$ cat config.mk
export PLATFORM = sky130hd
export DESIGN_NAME = display_scan_driver_flat
export DESIGN_NICKNAME = d
export VERILOG_FILES = /design/src/rtl/display_scan_driver_if.sv /design/src/rtl/display_scan_driver.sv /design/src/flat_wrapper.sv
export SDC_FILE = /design/constraint.sdc
export NUM_CORES = 1
export LEC_CHECK = 0
export BUFFER_PORTS_ARGS = -buffer_cell sky130_fd_sc_hd__buf_2
export CAP_MARGIN = 20
export CELL_PAD_IN_SITES_DETAIL_PLACEMENT = 1
export CELL_PAD_IN_SITES_GLOBAL_PLACEMENT = 1
export CORE_UTILIZATION = 45
export DETAILED_ROUTE_END_ITERATION = 7
export GPL_TIMING_DRIVEN = 0
export PLACE_DENSITY_LB_ADDON = 0.15
export SLEW_MARGIN = 20
export SYNTH_ARGS = -nofsm -noshare
export SYNTH_HDL_FRONTEND = slang
export SYNTH_SLANG_ARGS = --single-unit
$ cat constraint.sdc
create_clock -name clk -period 2.35 [get_ports clk]
set_input_delay 0 -clock clk [delete_from_list [all_inputs] [get_ports clk]]
set_output_delay 0 -clock clk [all_outputs]
set_load 0.005 [all_outputs]
$ cat src/rtl/display_scan_driver_if.sv
// Digit write bus and scan outputs of the display scan driver.
// master drives writes and blink_en; slave drives the display pins.
interface display_scan_driver_if #(
  parameter int NUM_DIGITS = 4
);
  localparam int AW = $clog2(NUM_DIGITS);

  logic            wr_en;
  logic [AW-1:0]   wr_addr;
  logic [4:0]      wr_char;
  logic            wr_blink;
  logic            blink_en;
  logic [6:0]      seg_n;
  logic [NUM_DIGITS-1:0] an_n;
  logic            frame_tick;

  modport master (
    output wr_en,
    output wr_addr,
    output wr_char,
    output wr_blink,
    output blink_en,
    input  seg_n,
    input  an_n,
    input  frame_tick
  );

  modport slave (
    input  wr_en,
    input  wr_addr,
    input  wr_char,
    input  wr_blink,
    input  blink_en,
    output seg_n,
    output an_n,
    output frame_tick
  );
endinterface

$ cat src/rtl/display_scan_driver.sv
// Multiplexed 7-segment scan driver with per-digit blink.
// One blank slot-cycle per digit suppresses ghosting.
module display_scan_driver #(
  parameter int NUM_DIGITS   = 4,
  parameter int SCAN_DIV     = 50000,
  parameter int BLINK_FRAMES = 64
) (
  input  logic clk,
  input  logic rst,
  display_scan_driver_if.slave bus
);

  localparam int AW = $clog2(NUM_DIGITS);
  localparam int SW = $clog2(SCAN_DIV);
  localparam int FW =
    (BLINK_FRAMES > 1) ? $clog2(BLINK_FRAMES) : 1;

  localparam logic [SW-1:0] SLOT_LAST =
    SW'(SCAN_DIV - 1);
  localparam logic [AW-1:0] IDX_LAST =
    AW'(NUM_DIGITS - 1);
  localparam logic [FW-1:0] FRM_LAST =
    FW'(BLINK_FRAMES - 1);
  localparam logic [AW:0] ND_W =
    (AW + 1)'(NUM_DIGITS);

  logic [SW-1:0] slot_q, slot_d;
  logic [AW-1:0] idx_q, idx_d;
  logic [FW-1:0] frame_q, frame_d;
  logic          phase_q, phase_d;

  logic [4:0]            chars_q [NUM_DIGITS];
  logic [4:0]            chars_d [NUM_DIGITS];
  logic [NUM_DIGITS-1:0] blink_q, blink_d;

  logic [6:0]            seg_q, seg_d;
  logic [NUM_DIGITS-1:0] an_q, an_d;

  logic slot_wrap;
  logic tick;
  logic wr_ok;
  logic blank;

  function automatic logic [6:0] glyph(
    input logic [4:0] c
  );
    case (c)
      5'd0:    glyph = 7'b1000000;
      5'd1:    glyph = 7'b1111001;
      5'd2:    glyph = 7'b0100100;
      5'd3:    glyph = 7'b0110000;
      5'd4:    glyph = 7'b0011001;
      5'd5:    glyph = 7'b0010010;
      5'd6:    glyph = 7'b0000010;
      5'd7:    glyph = 7'b1111000;
      5'd8:    glyph = 7'b0000000;
      5'd9:    glyph = 7'b0010000;
      5'd10:   glyph = 7'b0001000;
      5'd11:   glyph = 7'b1000110;
      5'd12:   glyph = 7'b0000110;
      5'd13:   glyph = 7'b0001110;
      5'd14:   glyph = 7'b1000111;
      5'd15:   glyph = 7'b1000001;
      default: glyph = 7'b1111111;
    endcase
  endfunction

  // Slot, digit, frame and blink-phase counters.
  // tick marks the terminal cycle of the last slot.
  always_comb begin
    slot_wrap = (slot_q == SLOT_LAST);
    tick      = slot_wrap && (idx_q == IDX_LAST);
    slot_d    = slot_wrap ? '0 : slot_q + SW'(1);
    idx_d     = idx_q;
    frame_d   = frame_q;
    phase_d   = phase_q;
    if (slot_wrap) begin
      idx_d = (idx_q == IDX_LAST) ?
        '0 : idx_q + AW'(1);
    end
    if (tick) begin
      if (frame_q == FRM_LAST) begin
        frame_d = '0;
        phase_d = ~phase_q;
      end else begin
        frame_d = frame_q + FW'(1);
      end
    end
  end

  // Digit register file; out-of-range writes drop.
  always_comb begin
    wr_ok   = bus.wr_en && ({1'b0, bus.wr_addr} < ND_W);
    chars_d = chars_q;
    blink_d = blink_q;
    if (wr_ok) begin
      chars_d[bus.wr_addr] = bus.wr_char;
      blink_d[bus.wr_addr] = bus.wr_blink;
    end
  end

  // Next display pins from pre-edge state.
  // Slot 0 is the dark anti-ghosting gap.
  always_comb begin
    blank = (slot_q == '0) ||
      (bus.blink_en && phase_q && blink_q[idx_q]);
    an_d  = '1;
    if (slot_q != '0) begin
      an_d[idx_q] = 1'b0;
    end
    seg_d = blank ? 7'b1111111 : glyph(chars_q[idx_q]);
  end

  // State and output registers.
  always_ff @(posedge clk) begin
    if (rst) begin
      slot_q  <= '0;
      idx_q   <= '0;
      frame_q <= '0;
      phase_q <= 1'b0;
      blink_q <= '0;
      seg_q   <= 7'b1111111;
      an_q    <= '1;
      for (int i = 0; i < NUM_DIGITS; i++) begin
        chars_q[i] <= 5'd31;
      end
    end else begin
      slot_q  <= slot_d;
      idx_q   <= idx_d;
      frame_q <= frame_d;
      phase_q <= phase_d;
      blink_q <= blink_d;
      seg_q   <= seg_d;
      an_q    <= an_d;
      chars_q <= chars_d;
    end
  end

  assign bus.seg_n      = seg_q;
  assign bus.an_n       = an_q;
  assign bus.frame_tick = tick;

endmodule
$ cat src/flat_wrapper.sv
// flat-port wrapper written by rule: the top's interface ports become plain ports
module display_scan_driver_flat 
#(
  parameter int NUM_DIGITS   = 4,
  parameter int SCAN_DIV     = 50000,
  parameter int BLINK_FRAMES = 64
)
  (clk, rst, bus_wr_en, bus_wr_addr, bus_wr_char, bus_wr_blink, bus_blink_en, bus_seg_n, bus_an_n, bus_frame_tick);
  display_scan_driver_if #(.NUM_DIGITS(NUM_DIGITS)) bus_i ();
  input  logic clk;
  input  logic rst;
  input wire logic [$bits(bus_i.wr_en)-1:0] bus_wr_en;
  input wire logic [$bits(bus_i.wr_addr)-1:0] bus_wr_addr;
  input wire logic [$bits(bus_i.wr_char)-1:0] bus_wr_char;
  input wire logic [$bits(bus_i.wr_blink)-1:0] bus_wr_blink;
  input wire logic [$bits(bus_i.blink_en)-1:0] bus_blink_en;
  output wire logic [$bits(bus_i.seg_n)-1:0] bus_seg_n;
  output wire logic [$bits(bus_i.an_n)-1:0] bus_an_n;
  output wire logic [$bits(bus_i.frame_tick)-1:0] bus_frame_tick;
  assign bus_i.wr_en = bus_wr_en;
  assign bus_i.wr_addr = bus_wr_addr;
  assign bus_i.wr_char = bus_wr_char;
  assign bus_i.wr_blink = bus_wr_blink;
  assign bus_i.blink_en = bus_blink_en;
  assign bus_seg_n = bus_i.seg_n;
  assign bus_an_n = bus_i.an_n;
  assign bus_frame_tick = bus_i.frame_tick;
  display_scan_driver #(.NUM_DIGITS(NUM_DIGITS), .SCAN_DIV(SCAN_DIV), .BLINK_FRAMES(BLINK_FRAMES)) u_core (.clk(clk), .rst(rst), .bus(bus_i));
endmodule
* Word level (Yosys, flattened, before mapping)
Memories as Yosys holds them, arrays and structs flattened. A register that Yosys moved wholly into a read port is not among the register bits. Cells that the tools add are included. W data, S select, Z words.
Word-level totals: register bits 53, ROM bits 112, memories 1
Cells by class: add/subtract/negate cells 3, $lt $le $gt $ge 7, equal/unequal tests 3, muxes and demuxes 15, bitwise operators 5, reduce and logical (&&, ||, !) cells 13
Memory list:
- (name not given) | depth 16, bits a word 7, read ports 1, clocked after Yosys merged registers in 1, write ports 0, RTL line display_scan_driver.sv:47 | case (c)
Operators with widths (number):
- $bwmux W20 | 1
- $add A16 B1 Y16 const B | 1
- $eq A16 B16 Y1 const B | 1
- $logic_not A16 Y1 | 1
- $reduce_bool A16 Y1 | 1
- $mux W5 | 3
- $bmux W5 S2 | 1
- $demux W5 S2 | 1
- $add A6 B1 Y6 const B | 1
- $eq A6 B6 Y1 const B | 1
- $ge A3 B3 Y1 const B | 2
- $logic_and A1 B1 Y1 | 6
- $lt A2 B3 Y1 const B | 2
- $mux W6 | 1
- $not A2 Y3 | 2
- $bwmux W4 | 1
- $demux W1 S2 | 2
- $ge A2 B1 Y1 const B | 2
- $not A4 Y4 | 1
- $reduce_or A2 Y1 | 2
- $lt A3 B1 Y1 const B | 1
- $mux W1 | 3
- $reduce_or A3 Y1 | 1
- $add A2 B1 Y2 const B | 1
- other kinds (6) | 7

* Logic depth before layout (Yosys ltp)
Gate-level depths: netlist (run 1).
word-level depth 6, depth in mapped cells 7, gate-level depth less buffers 6

* Worst setup path after synthesis (run 1)
Ideal clock, no wire load.
path type register to register, start point reg u_core.slot_q[11], end point reg u_core.phase_q, arrival 2008 ps, setup slack 272 ps, cell stages (with the launch flop) 6, buffers on the path 0, cells stage by stage dfxtp_1 -> or4_4 -> nor4_4 -> nand4_4 -> or4_1 -> a21oi_1
On the way: word-level cells in the longest chain between the ends 3
Ends and longest elaborated chain:
- start, declared | RTL line display_scan_driver.sv:27 | logic [SW-1:0] slot_q, slot_d;
- start signal, assigned | RTL line display_scan_driver.sv:128 | slot_q <= slot_d;
- $eq A16 B16 Y1 | RTL line display_scan_driver.sv:71 | slot_wrap = (slot_q == SLOT_LAST);
- $logic_and A1 B1 Y1 | RTL line display_scan_driver.sv:72 | tick = slot_wrap && (idx_q == IDX_LAST);
- $reduce_and A2 Y1 (no line)
- end signal, assigned | RTL line display_scan_driver.sv:131 | phase_q <= phase_d;
- end, declared | RTL line display_scan_driver.sv:30 | logic phase_q, phase_d;
No other way between the ends. A chain may end at the register's enable or synchronous reset.

* Final worst setup path (run 1)
Same ends and word-level chain as after synthesis.

==> metrics, run 1 <==
Worst setup EP type=flip-flop; Post-synth EDFFs=0; CP max-delay cell=or4_4; Antenna Nets Post-Route=0; Syn Inst Count=314; Initial Utilization=47.0%; Antenna diodes=0; setup_tns=0 ns; PwrDens=656 nW/um^2; die area=6580 sq um; Layout area overhead=16.4%; maximum VDD drop=0.344 mV; maximum number of pins on one net before global-route repair=11; Rows=28; mean post-synth cell area=8.97 sq um; Initial DRC Count=64; cell area after layout=3280 sq um; root buf cell=clkbuf_8; Worst Setup Path Type=flip-flop to flip-flop; Reg2Reg Setup Slack=0.14 ns; Critical Path Start Type=flip-flop; first-pass GRT wire length=11.1 mm; worst path buffer plus inverter count=0; final HPWL from detailed placement=4.49 mm; vias per inst=5.38; most frequent cell after synthesis=dfxtp_1; CTS clk-pin slew, worst paths=0.06 ns; # fillers=708; Commonest cells post-synth=dfxtp_1 (60), nand2_1 (57), nor2_1 (31); initial antenna violation count=0; Max H-tree Level=3; Die Wd=81.1 microns; final setup vio count=0; crit path cell chain=or4_4, nor4_4, nand4_4, or4_1, a21oi_1; max-slew violations=0; max incr delay on CP=0.56 ns; Worst Hold Class=primary input to flip-flop; sequential area share after synthesis=42.6%; Total Wirelength=6.51 mm; Nets=380; Synth top area share=42.6%; Clock Path Buffers=2; core area=5990 sq um; DR vias=2326; FF+latch count, synth=60; synth top area cells=dfxtp_1 (43%), nand2_1 (7.6%), ha_1 (6.2%); synthesized area=2820 sq um; largest area contributor in the netlist=dfxtp_1; non-filler cells, final=432; CTS sink cnt=60; RSZ-0062 raised after global routing=no; leakage power=0.00128 uW; DRC=0; CTS tree=done; WP data required=2.62 ns; Ys Warns=0; outcome=completed; Slew headroom=54.2%; final setup skew=0.00770 ns; WL/cell=15.1 microns; Hold Fails Final Rpt=0; min Tclk post-route=2.21 ns; layout cell share with drive strength beyond 1=14.8%; vias in the first global route=2305; total track usage=22.7%; fmax=0.453 GHz; Port Buffers=22; GR Overflow Total=0; GPL Wtd Cong=0.758; MaxCap Viol Count=0; CP Data Arrival Time=2.48 ns; Area after DPL=3020 sq um; FFs w/ async S/R, synth=0%; Worst-Margin Slew=0.681 ns; DRT Pass-1 Iters=4; Crit Path Max Fanout=6; Netlist cell types=44; I/O pin total=24; net count after synthesis=340; DP Cell Count=411; Worst-Skew Late Latency=0.34 ns; clock buffer count from CTS=9; die height=81.1 microns; cell family with the largest share of critical-path delay=simple AND/OR/NAND/NOR gates; Tcrit/Tclk final=93.9%; top_reg_cell synth=dfxtp_1
-- worst register-to-register path, cell delays in order (launching register included) --
cell	delay (ns)
dfxtp_1	0.36
or4_4	0.56
nor4_4	0.37
nand4_4	0.18
or4_1	0.53
a21oi_1	0.14
-- registers in the layout, indices dropped and copies added (netlist names) --
register / cells
u_core.bus.an_n: 4
u_core.slot_q: 16
u_core.idx_q: 2
u_core.chars_q: 20
u_core.frame_q: 6
u_core.bus.seg_n: 7
u_core.blink_q: 4
u_core.phase_q: 1
-- what timing repair did --
item,CTS,global route
endpoints found under the hold margin,24,0
buffers inserted,0,1
hold buffers,6,0
setup endpoints to repair,0,13
gates resized for setup,0,2
-- final timing paths --
path,start,end,depth (start not counted)
worst max register to register,u_core.slot_q[11],u_core.phase_q,5
worst max-delay path,u_core.slot_q[11],u_core.phase_q,5
worst min register to register,u_core.blink_q[1],u_core.blink_q[1],2
worst min-delay path,bus_wr_addr[1],u_core.blink_q[1],4
-- layout by cell type (no fill, tap or decap), types with 2 or more instances in the layout --
master,synthesis,routed
a211o_1,5,5
a21oi_1,11,11
buf_2,1,23
clkbuf_1,12,12
clkbuf_8,0,11
dfxtp_1,60,60
dlygate4sd3_1,0,6
ha_1,14,14
inv_1,11,11
mux2_2,2,2
mux2i_1,5,5
mux4_2,5,5
nand2_1,57,57
nand2b_1,2,2
nand3_1,12,12
nand3b_1,17,17
nand4_1,4,4
nor2_1,31,31
nor2b_1,6,6
nor3_1,4,4
nor4_1,3,3
o2111ai_1,2,2
o21ai_0,7,7
o31ai_1,2,2
or2_2,2,2
or3_1,7,7
xnor2_1,7,7
xor2_1,7,7
-- logic make-up after synthesis --
group	share of synthesized area [%]
compound gates	7.73
buf+inv	3.64
mux	6.57
fa+ha+maj	6.22
simple gates	28.8
flops	42.6
xor+xnor	4.35
-- power by group --
part	internal (uW)	leakage, uW	switching, uW
sequential	1050	0.000488	17.1
clock	535	0.0000983	396
combinational	68.1	0.000694	88.9
-- metal layers --
metal,track usage (%),part of all wire [%],vias to the layer above
li1,-,-,1164
met1,30.8,51,1126
met2,34.4,45,26
met3,3.71,2.0,10
met4,11.8,2.3,0
met5,0,0,-
-- through the flow --
step           utilization (%)  worst slack [ns]  power, uW  hold slack, ns
2_1_floorplan                -             0.272       1180           0.118
3_3_place_gp              50.4             0.153       1230           0.260
3_5_place_dp              50.4             0.116       1230           0.264
4_1_cts                   54.6             0.101       2170          0.0848
5_1_grt                   54.7            0.0108       2240           0.118
6_report                  54.7             0.144       2150          0.0962
-- final cells by class --
cell class,instances,area (sq um),share of cell area (%)
Buffer,14,62.6,1.91
Clock buffer,12,155,4.73
Clock inverter,2,35.0,1.07
Inverter,11,41.3,1.26
Multi-Input combinational cell,229,1510,46.1
Sequential cell,60,1200,36.6
Tap cell,75,93.8,2.86
Timing Repair Buffer,29,178,5.42
No activity file was read; power rests on OpenSTA's default activity.
==> run 2, diff against run 1 <==
--- a/config.mk
+++ b/config.mk
@@ -13,6 +13,7 @@
 export DETAILED_ROUTE_END_ITERATION = 7
 export GPL_TIMING_DRIVEN = 0
 export PLACE_DENSITY_LB_ADDON = 0.15
+export REMOVE_ABC_BUFFERS = 1
 export SLEW_MARGIN = 20
 export SYNTH_ARGS = -nofsm -noshare
 export SYNTH_HDL_FRONTEND = slang
==> run 2 against run 1 <==
Register-to-register slack about the same. Total power decreased by 7.6%. Cell count decreased by 3.7%. Global-route usage decreased by 1.6 points. Setup slack improved by 0.0036 ns. Hold slack improved by 0.033 ns. Critical path type unchanged.
==> metrics, run 2 (synthesis gave the netlist of run 1 again) <==
outcome=completed; Layout area overhead=13.2%; Clock Path Buffers=2 (unchanged); Port Buffers=23 (+4.5%); Total Wirelength=6.31 mm (-3.0%); Worst Setup Path Type=flip-flop to flip-flop; setup_tns=0 ns (unchanged); final HPWL from detailed placement=4.31 mm (-4.0%); GPL Wtd Cong=0.782 (+3.2%); root buf cell=clkbuf_8; Hold Fails Final Rpt=0 (unchanged); Die Wd=81.1 microns (unchanged); Reg2Reg Setup Slack=0.15 ns (about the same); first-pass GRT wire length=10.2 mm (-8.1%); final setup vio count=0 (unchanged); max incr delay on CP=0.73 ns (+0.17 ns); Final Core Density=53.2% (-1.5 points); DRT Pass-1 Iters=4 (unchanged); maximum VDD drop=0.372 mV (+8.2%); CTS sink cnt=60 (unchanged); Initial Utilization=47.0% (unchanged); I/O pin total=24 (unchanged); Rows=28 (unchanged); Worst Min Path Start=bus_wr_addr[1]; GR Overflow Total=0 (unchanged); core area=5990 sq um (unchanged); layout cell share with drive strength beyond 1=14.7% (-0.18 points); Worst Hold Class=primary input to flip-flop; number of flip-flops in the largest register=20 (unchanged); Initial DRC Count=72 (+13%); vias per inst=5.40 (+0.27%); leakage power=0.00124 uW (-3.1%); Max H-tree Level=3 (unchanged); min Tclk post-route=2.20 ns (-0.00361 ns); CP Data Arrival Time=2.40 ns (-0.08 ns); post-CTS resize count=0 (unchanged); initial antenna violation count=0 (unchanged); Crit Path Max Fanout=12 (+6); RSZ-0062 raised after global routing=no; CTS clk-pin slew, worst paths=0.06 ns (about the same); die height=81.1 microns (unchanged); die area=6580 sq um (unchanged); Worst-Skew Late Latency=0.33 ns (about the same); Setup WS post-layout=0.148 ns (+0.00361 ns); WL/cell=15.2 microns (+0.72%); DRC=0 (unchanged); final setup skew=0.00754 ns (-0.000157 ns); crit path cell chain=mux4_2, ha_1, o211ai_1, nand3_1; maximum number of pins on one net before global-route repair=38 (+27); Antenna Nets Post-Route=0 (unchanged); cell area after layout=3190 sq um (-2.8%); PwrDens=623 nW/um^2 (-4.9%); worst path buffer plus inverter count=0 (unchanged); CP max-delay cell=dfxtp_1; crit path from=u_core.idx_q[0]; MaxCap Viol Count=0 (unchanged); Slew headroom=43.3% (-11 points); Area after DPL=2970 sq um (-1.7%); Tcrit/Tclk final=93.7% (-0.15 points); most frequent cells in the layout=dfxtp_1 (60), nand2_1 (57), nor2_1 (31); Worst setup EP type=flip-flop; max-slew violations=0 (unchanged); CTS tree=done; Reg with most FFs=u_core.chars_q; Antenna diodes=0 (unchanged); commonest non-fill, non-tap cell in the layout=dfxtp_1; DR vias=2246 (-3.4%); fmax=0.454 GHz (+0.16%); Worst R2R Start=u_core.idx_q[0]; WP data required=2.55 ns (-0.07 ns); vias in the first global route=2214 (-3.9%); Critical Path Start Type=flip-flop; clock buffer count from CTS=9 (unchanged); cell family with the largest share of critical-path delay=flip-flops; dpl ws=0.121 ns (+0.00473 ns); Nets=367 (-3.4%); Worst-Margin Slew=0.847 ns (+0.167 ns); total track usage=21.0% (-1.6 points)
run 2: cell types whose count changed in the layout (fill, tap and decap cells not counted), sizes merged:
cell,change
bufinv,-1
clkbuf,-13
clkdlybuf4s15,-1
clkinv,-1
run 2: routing by layer:
| metal | vias up | share of wire [%] | wire length [microns] | global-route usage (%) |
|---|---|---|---|---|
| li1 | 1131 | - | - | - |
| met1 | 1086 | 45 | 2870 | 24.6 |
| met2 | 20 | 51 | 3210 | 36.6 |
| met3 | 9 | 2.1 | 133 | 4.72 |
| met4 | 0 | 1.5 | 97 | 9.11 |
| met5 | - | 0 | 0 | 0 |
run 2: final timing paths:
kind | end | cells past startpoint
hold reg to reg | u_core.blink_q[2] | 2
hold / removal | u_core.blink_q[1] | 4
setup reg to reg | u_core.bus.seg_n[1] | 4
setup / recovery | u_core.bus.seg_n[1] | 4
run 2: layout make-up:
| cell class | count | area (sq um) |
|---|---|---|
| Timing Repair Buffer | 30 | 183 |
| Tap cell | 75 | 93.8 |
| Fill cell | 706 | 2800 |
| Sequential cell | 60 | 1200 |
| Multi-Input combinational cell | 229 | 1520 |
| Clock buffer | 11 | 151 |
| Inverter | 11 | 41.3 |
run 2: worst reg2reg max path: cells and delay by family (launching register included):
family,cells,cell delay [ns]
fa+ha+maj,1,0.29
mux,1,0.69
simple gates,1,0.11
compound gates,1,0.26
flops,1,0.73
run 2: timing repair:
item                       CTS  global route
hold endpoints to repair    24             0
hold buffers                 6             0
setup endpoints to repair    0             2
buffers inserted             0             1
run 2: metrics by stage:
stage,hold WS [ns],power (uW),std cells
floorplan,0.0691,1170,300
global placement,0.261,1220,398
detailed placement,0.258,1230,398
CTS,0.109,2010,415
global route,0.163,2070,416
finish,0.129,1990,416
run 2: power breakdown:
part	internal [uW]	leakage, uW	total (uW)	switching (uW)
Sequential	1050	0.000488	1060	16.7
Combinational	65.8	0.000673	152	86.0
Clock	411	0.0000791	773	362
